### config.mk
export PLATFORM = sky130hd
export DESIGN_NAME = irq_coalesce
export DESIGN_NICKNAME = d
export VERILOG_FILES = /design/src/rtl/irq_coalesce.sv
export SDC_FILE = /design/constraint.sdc
export NUM_CORES = 1
export LEC_CHECK = 0
export ABC_AREA = 1
export CORE_MARGIN = 2
export CORE_UTILIZATION = 59
export CTS_CLUSTER_SIZE = 28
export DETAILED_ROUTE_END_ITERATION = 7
export GPL_TIMING_DRIVEN = 0
export PLACE_DENSITY = 0.95
export SLEW_MARGIN = 5
export SYNTH_ARGS = -nofsm -noshare
export SYNTH_HDL_FRONTEND = slang
export SYNTH_SLANG_ARGS = --single-unit
### constraint.sdc
create_clock -name clk -period 8.2 [get_ports clk]
set_input_delay 2.05 -clock clk [delete_from_list [all_inputs] [get_ports clk]]
set_output_delay 2.05 -clock clk [all_outputs]
set_load 0.05 [all_outputs]
### src/rtl/irq_coalesce.sv
// -----------------------------------------------------------------------------
// irq_coalesce
//
// Interrupt coalescing stage placed after the sticky status register array.
// It counts new masked status events and raises one level interrupt when the
// event count reaches a threshold or when a timeout expires. After software
// acknowledges, it sends a one-cycle clear pulse back to the status registers.
//
// Ports
//   clk         clock
//   rst_n       asynchronous active-low reset
//   status      sticky status vector (dout of the status registers)
//   mask        1 = bit participates in event counting and irq
//   cnt_thresh  events needed to fire; 0 is treated as 1
//   timeout     max ACCUM cycles before firing; 0 disables the timeout
//   irq_ack     acknowledge pulse, honoured only while firing
//   irq         level interrupt (registered)
//   irq_src     masked status captured when the interrupt fired (registered)
//   st_clr      one-cycle clear pulse to the status registers (registered)
//   ev_cnt      current accumulated event count (registered)
// -----------------------------------------------------------------------------
module irq_coalesce #(
   parameter int BITS_W = 8,
   parameter int CNT_W  = 8,
   parameter int TMR_W  = 16
) (
   input  logic              clk,
   input  logic              rst_n,
   input  logic [BITS_W-1:0] status,
   input  logic [BITS_W-1:0] mask,
   input  logic [CNT_W-1:0]  cnt_thresh,
   input  logic [TMR_W-1:0]  timeout,
   input  logic              irq_ack,
   output logic              irq,
   output logic [BITS_W-1:0] irq_src,
   output logic              st_clr,
   output logic [CNT_W-1:0]  ev_cnt
);

   typedef enum logic [1:0] {
      ST_IDLE  = 2'd0,
      ST_ACCUM = 2'd1,
      ST_FIRE  = 2'd2,
      ST_CLEAR = 2'd3
   } state_t;

   localparam logic [CNT_W-1:0] CNT_MAX = {CNT_W{1'b1}};
   localparam logic [CNT_W-1:0] CNT_ONE = {{(CNT_W-1){1'b0}}, 1'b1};

   // Population count of a status vector, clamped to the counter range so a
   // wide vector can never wrap a narrow counter.
   function automatic logic [CNT_W-1:0] sat_popcount(input logic [BITS_W-1:0] v);
      int unsigned n;
      n = 32'd0;
      for (int i = 0; i < BITS_W; i++) begin
         n = n + 32'(v[i]);
      end
      if (n > 32'(CNT_MAX)) begin
         return CNT_MAX;
      end else begin
         return CNT_W'(n);
      end
   endfunction

   // Saturating add of two counter-width values.
   function automatic logic [CNT_W-1:0] sat_add(input logic [CNT_W-1:0] a,
                                                input logic [CNT_W-1:0] b);
      logic [CNT_W:0] s;
      s = {1'b0, a} + {1'b0, b};
      if (s[CNT_W]) begin
         return CNT_MAX;
      end else begin
         return s[CNT_W-1:0];
      end
   endfunction

   state_t              state_r;
   state_t              state_nxt_s;
   logic [BITS_W-1:0]   m_q_r;
   logic [CNT_W-1:0]    ev_cnt_r;
   logic [CNT_W-1:0]    ev_cnt_nxt_s;
   logic [TMR_W-1:0]    timer_r;
   logic [TMR_W-1:0]    timer_nxt_s;
   logic                irq_r;
   logic                irq_nxt_s;
   logic [BITS_W-1:0]   irq_src_r;
   logic [BITS_W-1:0]   irq_src_nxt_s;
   logic                st_clr_r;
   logic                st_clr_nxt_s;

   logic [BITS_W-1:0]   m_s;
   logic                m_any_s;
   logic [BITS_W-1:0]   rise_s;
   logic [CNT_W-1:0]    thr_s;
   logic [CNT_W-1:0]    pc_m_s;
   logic [CNT_W-1:0]    acc_nxt_s;
   logic [TMR_W:0]      tmr_inc_s;
   logic                timeout_hit_s;

   assign m_s       = status & mask;
   assign m_any_s   = |m_s;
   // A bit counts as a new event in ACCUM only on its 0->1 transition.
   assign rise_s    = m_s & ~m_q_r;
   assign thr_s     = (cnt_thresh == {CNT_W{1'b0}}) ? CNT_ONE : cnt_thresh;
   // IDLE counts every set masked bit, including residue surviving a clear.
   assign pc_m_s    = sat_popcount(m_s);
   assign acc_nxt_s = sat_add(ev_cnt_r, sat_popcount(rise_s));
   // One extra bit keeps timer+1 from wrapping before the compare.
   assign tmr_inc_s     = {1'b0, timer_r} + {{TMR_W{1'b0}}, 1'b1};
   assign timeout_hit_s = (timeout != {TMR_W{1'b0}}) && (tmr_inc_s >= {1'b0, timeout});

   // FSM state register.
   always_ff @(posedge clk or negedge rst_n) begin
      if (!rst_n) begin
         state_r <= ST_IDLE;
      end else begin
         state_r <= state_nxt_s;
      end
   end

   // Next-state and next-value logic for the coalescing FSM.
   always_comb begin
      state_nxt_s   = state_r;
      ev_cnt_nxt_s  = ev_cnt_r;
      timer_nxt_s   = timer_r;
      irq_nxt_s     = irq_r;
      irq_src_nxt_s = irq_src_r;
      st_clr_nxt_s  = 1'b0;

      case (state_r)
         ST_IDLE: begin
            if (!m_any_s) begin
               state_nxt_s = ST_IDLE;
            end else if (pc_m_s >= thr_s) begin
               state_nxt_s   = ST_FIRE;
               irq_nxt_s     = 1'b1;
               irq_src_nxt_s = m_s;
               ev_cnt_nxt_s  = pc_m_s;
            end else begin
               state_nxt_s  = ST_ACCUM;
               ev_cnt_nxt_s = pc_m_s;
               timer_nxt_s  = {TMR_W{1'b0}};
            end
         end

         ST_ACCUM: begin
            if (!m_any_s) begin
               // Events withdrawn (mask cleared or status read-cleared).
               state_nxt_s  = ST_IDLE;
               ev_cnt_nxt_s = {CNT_W{1'b0}};
               timer_nxt_s  = {TMR_W{1'b0}};
            end else if ((acc_nxt_s >= thr_s) || timeout_hit_s) begin
               // Threshold and timeout together still produce one fire.
               state_nxt_s   = ST_FIRE;
               irq_nxt_s     = 1'b1;
               irq_src_nxt_s = m_s;
               ev_cnt_nxt_s  = acc_nxt_s;
            end else begin
               state_nxt_s  = ST_ACCUM;
               ev_cnt_nxt_s = acc_nxt_s;
               timer_nxt_s  = tmr_inc_s[TMR_W-1:0];
            end
         end

         ST_FIRE: begin
            if (irq_ack) begin
               state_nxt_s  = ST_CLEAR;
               irq_nxt_s    = 1'b0;
               st_clr_nxt_s = 1'b1;
            end else begin
               state_nxt_s = ST_FIRE;
               irq_nxt_s   = 1'b1;
            end
         end

         ST_CLEAR: begin
            state_nxt_s  = ST_IDLE;
            irq_nxt_s    = 1'b0;
            ev_cnt_nxt_s = {CNT_W{1'b0}};
            timer_nxt_s  = {TMR_W{1'b0}};
         end

         default: begin
            state_nxt_s  = ST_IDLE;
            irq_nxt_s    = 1'b0;
            ev_cnt_nxt_s = {CNT_W{1'b0}};
            timer_nxt_s  = {TMR_W{1'b0}};
         end
      endcase
   end

   // Datapath and output registers; m_q tracks the masked vector every cycle.
   always_ff @(posedge clk or negedge rst_n) begin
      if (!rst_n) begin
         m_q_r     <= {BITS_W{1'b0}};
         ev_cnt_r  <= {CNT_W{1'b0}};
         timer_r   <= {TMR_W{1'b0}};
         irq_r     <= 1'b0;
         irq_src_r <= {BITS_W{1'b0}};
         st_clr_r  <= 1'b0;
      end else begin
         m_q_r     <= m_s;
         ev_cnt_r  <= ev_cnt_nxt_s;
         timer_r   <= timer_nxt_s;
         irq_r     <= irq_nxt_s;
         irq_src_r <= irq_src_nxt_s;
         st_clr_r  <= st_clr_nxt_s;
      end
   end

   assign irq     = irq_r;
   assign irq_src = irq_src_r;
   assign st_clr  = st_clr_r;
   assign ev_cnt  = ev_cnt_r;

endmodule

Word-level counts from Yosys, hierarchy flattened
Index checks and enable logic that the tools add are counted.
{"block": "classes", "muxes": 31, "addsub": 16, "order_cmp": 5, "bitwise_logic": 3, "reduce_logical": 12, "n_eq_ne": 9}
{"operator": "$mux W8", "n": 10}
{"operator": "$mux W16", "n": 4}
{"operator": "$pmux W16 S3", "n": 1}
{"operator": "$pmux W8 S3", "n": 1}
{"operator": "$add A16 B1 Y17 const B", "n": 1}
{"operator": "$ge A17 B16 Y1", "n": 1}
{"operator": "$add A7 B1 Y8", "n": 2}
{"operator": "$and A8 B8 Y8", "n": 2}
{"operator": "$ge A8 B8 Y1", "n": 2}
{"operator": "$gt A8 B8 Y1 const B", "n": 2}
{"operator": "$pmux W8 S2", "n": 1}
{"operator": "$reduce_bool A16 Y1", "n": 1}
{"operator": "$add A6 B1 Y7", "n": 2}
{"operator": "$add A5 B1 Y6", "n": 2}
{"operator": "$add A4 B1 Y5", "n": 2}
{"operator": "$ne A2 B2 Y1 const B", "n": 5}
{"operator": "$add A8 B8 Y9", "n": 1}
{"operator": "$add A3 B1 Y4", "n": 2}
{"operator": "$logic_not A8 Y1", "n": 1}
{"operator": "$mux W1", "n": 8}
{"operator": "$mux W2", "n": 4}
{"operator": "$not A8 Y8", "n": 1}
{"operator": "$pmux W2 S4", "n": 1}
{"operator": "$reduce_and A4 Y1", "n": 2}
{"operator": "other kinds (14)", "n": 17}
{"block": "word_totals", "out_inout_bits": 18, "wordCells": 83, "ff_bits": 44}

Depth between registers and ports, before layout
{"block": "depth", "word_depth": 18, "mapped_depth": 30, "ltp_nobuf": 29}

Worst setup path after synthesis
OpenSTA, ideal clock, no wires.
{"block": "synth_path", "path_type": "input to register", "startpoint": "in status[0]", "endpoint": "reg timer_r[8]", "setup_slack_ns": 1.102, "cell_stages": 28, "arrival_time_ns": 6.982, "t_required_ns": 8.083, "path_cell_list": "nand2_1 -> nor2_1 -> fa_1 -> inv_1 -> fa_1 -> fa_1 -> inv_1 -> ha_1 -> fa_1 -> xor2_1 -> ha_1 -> inv_1 -> o21bai_1 -> and2_1 -> o21ai_0 -> inv_1 -> nand3_1 -> and2_1 -> ha_1 -> a21oi_1 -> o21ai_0 -> nor3_1 -> nand2_2 -> nand2_4 -> nand2_4 -> buf_6 -> nand2_1 -> nand2_1"}
{"block": "synth_between", "elab_chain_cells": 17, "word_cells_on_any_way": 32, "classes_between": "15 x add/sub; 4 x order compare; 3 x eq/ne; 5 x mux; 2 x bitwise; 3 x reduce/logical"}
{"element": "from (decl)", "line": "29", "text": "input logic [BITS_W-1:0] status,"}
{"element": "$and A8 B8 Y8 (*)", "line": "100", "text": "assign m_s = status & mask;"}
{"element": "$and A8 B8 Y8", "line": "103", "text": "assign rise_s = m_s & ~m_q_r;"}
{"element": "$add A1 B1 Y2", "line": "56", "text": "n = n + 32'(v[i]);"}
{"element": "$add A2 B1 Y3", "line": "56"}
{"element": "$add A3 B1 Y4", "line": "56"}
{"element": "$add A4 B1 Y5", "line": "56"}
{"element": "$add A5 B1 Y6", "line": "56"}
{"element": "$add A6 B1 Y7", "line": "56"}
{"element": "$add A7 B1 Y8", "line": "56"}
{"element": "$gt A8 B8 Y1", "line": "58", "text": "if (n > 32'(CNT_MAX)) begin"}
{"element": "$mux W8", "line": "58"}
{"element": "$add A8 B8 Y9", "line": "69", "text": "s = {1'b0, a} + {1'b0, b};"}
{"element": "$mux W8", "line": "70", "text": "if (s[CNT_W]) begin"}
{"element": "$ge A8 B8 Y1", "line": "152", "text": "end else if ((acc_nxt_s >= thr_s) || timeout_hit_s) begin"}
{"element": "$logic_or A1 B1 Y1", "line": "152"}
{"element": "$ne A3 B3 Y1 (no line)"}
{"element": "$reduce_and A4 Y1 (no line)"}
{"element": "to (signal assigned)", "line": "197", "text": "timer_r <= {TMR_W{1'b0}};"}
{"element": "to (signal assigned)", "line": "204", "text": "timer_r <= timer_nxt_s;"}
{"element": "to (decl)", "line": "82", "text": "logic [TMR_W-1:0] timer_r;"}
Every way passes the cells marked *; elsewhere a longest branch is shown, timed or not.
A chain may end at the register's enable or synchronous reset.

Final worst setup path
{"block": "layout_path", "startpoint": "in status[0]", "endpoint": "reg timer_r[1]"}
The elaborated chain is that of the path after synthesis.

==> impl_summary.log <==
INFO  metric run_status = completed
INFO  metric antenna_cells = 0
INFO  metric setup_total_negative_slack = 0 ns
INFO  metric layout_commonest_cell = nand2_1
INFO  metric critical_path.max_fanout = 10
INFO  metric postLayoutCoreUtil = 0.753
INFO  metric synth_warnings = 0
INFO  metric synth-seq-area-share = 0.301
INFO  metric worst_clock_skew = 0.00429 ns
INFO  metric cts-htree-levels = 2
INFO  metric least_margin_pin_slew = 0.577 ns
INFO  metric synth_fp_nets = 594
INFO  metric p_leak = 0.00252 uW
INFO  metric dpl_worst_slack = -0.00496 ns
INFO  metric pwr_density_cell = 233 mW/mm^2
INFO  metric crit_path_start_kind = input port
INFO  metric fmaxAchievable = 0.129 GHz
INFO  metric detail_route.drc_violations = 0
INFO  metric setup_slack = 0.433 ns
INFO  metric min_path_type = reg2reg
INFO  metric synthesis.area = 0.00365 sq mm
INFO  metric nNetsFinal = 662
INFO  metric place.port_buffers = 60
INFO  metric asyncSetResetFlopFracSynth = 1.00
INFO  metric final.fill_count = 384
INFO  metric route.detailed.vias_per_inst = 5.67
INFO  metric ys_ff_latch = 44
INFO  metric wire_length_of_the_first_global_routing_pass = 15100 um
INFO  metric route.antenna.remaining_nets = 0
INFO  metric count_of_flip_flops_with_a_built_in_enable_after_synthesis = 0
INFO  metric grt_util_all_layers = 0.288
INFO  metric detailedRoute.firstIterationViolations = 263
INFO  metric ys_types = 35
INFO  metric clk_path_buf_depth = 2
INFO  metric critPathArrivalTime = 7.96 ns
INFO  metric clock_tree_from_tritoncts = done
INFO  metric cts_sinks = 44
INFO  metric first_global_vias = 3368
INFO  metric place_area = 0.00436 sq mm
INFO  metric cp_data_required_time = 8.40 ns
INFO  metric path_clk_slew = 0.09 ns
INFO  metric worst_skew_pair.late_latency = 0.30 ns
INFO  metric combPwrFrac = 0.560
INFO  metric dieArea = 0.00684 sq mm
INFO  metric totalPowerFinal = 1050 uW
INFO  metric clkPwrFrac = 0.163
INFO  metric floorplan.rows = 28
INFO  metric floorplan.initialDensity = 0.614
INFO  metric final_hold_viol_count = 0
INFO  metric final-setup-viol-count = 0
INFO  metric drt-total-wl = 9530 um
INFO  metric post_detailed_route_wirelength_per_cell = 14.7 um
INFO  metric postSynthAreaPerCell = 7.28 sq um
INFO  metric most-common-layout-cells = 134 x nand2_1, 90 x inv_1, 59 x clkdlybuf4s50_1, 45 x nor2_1, 44 x dfrtp_1
INFO  metric worst_slew_margin = 0.612
INFO  metric syn2layout_area_growth = 22.7%
INFO  metric power.internal = 552 uW
INFO  metric final_design_area_no_fill = 0.00448 sq mm
INFO  metric ios = 61
INFO  metric timing.critical_path.to_type = flop
INFO  metric post_route_cells_drive_above_1_share = 0.0560
INFO  metric synth-main-ff-cell = dfrtp_1
INFO  metric total_switching_power = 495 uW
INFO  metric critical_path_class = in2reg
INFO  metric synthCells = 502
INFO  metric grt.overflow.total = 0
INFO  metric vias = 3666
INFO  metric seqPwrFrac = 0.277
INFO  metric clk_root_buffer_cell = clkbuf_8
INFO  metric final_period_minus_worst_setup_slack = 7.77 ns
INFO  metric grt_max_degree = 27
INFO  metric chipWidth = 82.7 um
INFO  metric drtPass1Iterations = 5
INFO  metric worst_ir_drop_vdd = 0.181 mV
INFO  metric net_switching_share_of_the_total_power = 0.473
INFO  metric unrepaired_setup_endpoints_after_global_routing = false
INFO  metric fp.coreArea = 0.00596 sq mm
INFO  metric dieHeight = 82.7 um
INFO  metric gp_routability_congestion = 0.969
INFO  metric maxCapViolCount = 0
INFO  metric dpl.hpwl = 7410 um
INFO  metric antenna_found_initial = 0
INFO  metric post-route-period-util = 0.947
INFO  metric timing.final.max_slew_violations = 0
INFO  metric numCtsBuffers = 5
-- timing repair --
item                       CTS  global route
setup buffers                0             0
resized for setup            0             1
setup endpoints to repair    0            21
hold buffers                 0             0
-- sequential cells by signal (all words and copies together), names as in the netlist --
name and cells:
timer_r 16, st_clr 1, irq 1, m_q_r 8
ev_cnt 8, irq_src 8, state_r 2
-- cell families after synthesis --
group                    Yosys count  share of synthesized area
buffers and inverters             98                      0.104
XOR/XNOR                          13                     0.0312
AND/OR/NAND/NOR                  252                      0.307
flip-flops                        44                      0.301
adder cells (fa/ha/maj)           49                      0.186
AO/OA/AOI/OAI                     46                     0.0698
-- path summary, 6_finish.rpt --
kind                                 start    endpoint  slack (ns)  cells past startpoint
worst max-delay path             status[0]  timer_r[1]        0.43                     28
worst min-delay path            irq_src[7]  irq_src[7]        0.48                      2
worst max register to register    m_q_r[0]  timer_r[1]        2.39                     26
worst min register to register  irq_src[7]  irq_src[7]        0.48                      2
max in group asynchronous            rst_n  state_r[1]        6.03                      2
min in group asynchronous            rst_n    m_q_r[4]        1.68                      1
-- Yosys cell counts, types with 2 or more instances --
master	number	area, sq um
xor2_1	11	96.3
o21bai_1	2	15.0
nand2_1	134	503
inv_1	90	338
ha_1	40	500
buf_2	2	10.0
nand4_1	14	87.6
nor3_1	5	25.0
nor2_2	4	25.0
o21ai_0	18	90.1
clkbuf_1	2	7.51
nand2_4	2	22.5
and2_1	3	18.8
nand3_2	2	20.0
nand3_1	24	120
nor4_1	5	31.3
a22oi_1	2	15.0
a21oi_1	18	90.1
dfrtp_1	44	1100
xnor2_1	2	17.5
fa_1	9	180
nor2_1	45	169
nand3b_1	6	45.0
nand2_2	2	12.5
or2_2	5	31.3
o21a_1	2	15.0
-- worst max-delay path: stages --
cell and delay [ns]:
clkdlybuf4s50_1 0.39, nand2_1 0.13, nor2_1 0.09, fa_1 0.54, inv_1 0.06, fa_1 0.51
fa_1 0.55, inv_1 0.05, ha_1 0.22, fa_1 0.38, xor2_1 0.18, ha_1 0.27
inv_1 0.09, o21bai_1 0.10, and2_1 0.16, o21ai_0 0.28, o21ai_0 0.15, and2_1 0.16
ha_1 0.31, a21oi_1 0.15, o21ai_0 0.11, nor3_2 0.34, nand2_2 0.13, nand2_4 0.15
nand2_4 0.09, buf_6 0.16, nand2_1 0.07, nand2_1 0.06
-- metal layers --
layer | wire length (um) | up-vias | global-route usage
met5 | 0 | - | 0
met3 | 636 | 27 | 0.0424
li1 | - | 1725 | -
met2 | 4950 | 183 | 0.522
met4 | 208 | 0 | 0.0869
met1 | 3740 | 1731 | 0.353
-- power by group through the flow --
stage | logic, uW | clock network [uW] | registers (uW)
floorplan | 305 | 0 | 377
global placement | 540 | 0 | 288
detailed placement | 568 | 0 | 292
CTS | 578 | 172 | 288
global route | 636 | 183 | 293
finish | 586 | 171 | 290
-- cell type report --
type                       instances  area, sq um  area share
multi-input combinational        360         2180       0.485
sequential                        44         1100       0.246
timing repair buffer              61          616       0.137
inverter                          92          345      0.0770
tap                               75         93.8      0.0209
clock buffer                       5         68.8      0.0153
clock inverter                     3         46.3      0.0103
buffer                             6         36.3     0.00809
-- per-stage QoR --
| step | std cells | hold WS (ns) |
|---|---|---|
| after global routing | 646 | 0.495 |
| after CTS | 646 | 0.479 |
| after detailed placement | 638 | 0.458 |
| after floorplan | 502 | 0.467 |
| final | 646 | 0.477 |
| after global placement | 637 | 0.460 |
No activity file was read; power rests on OpenSTA's default activity.
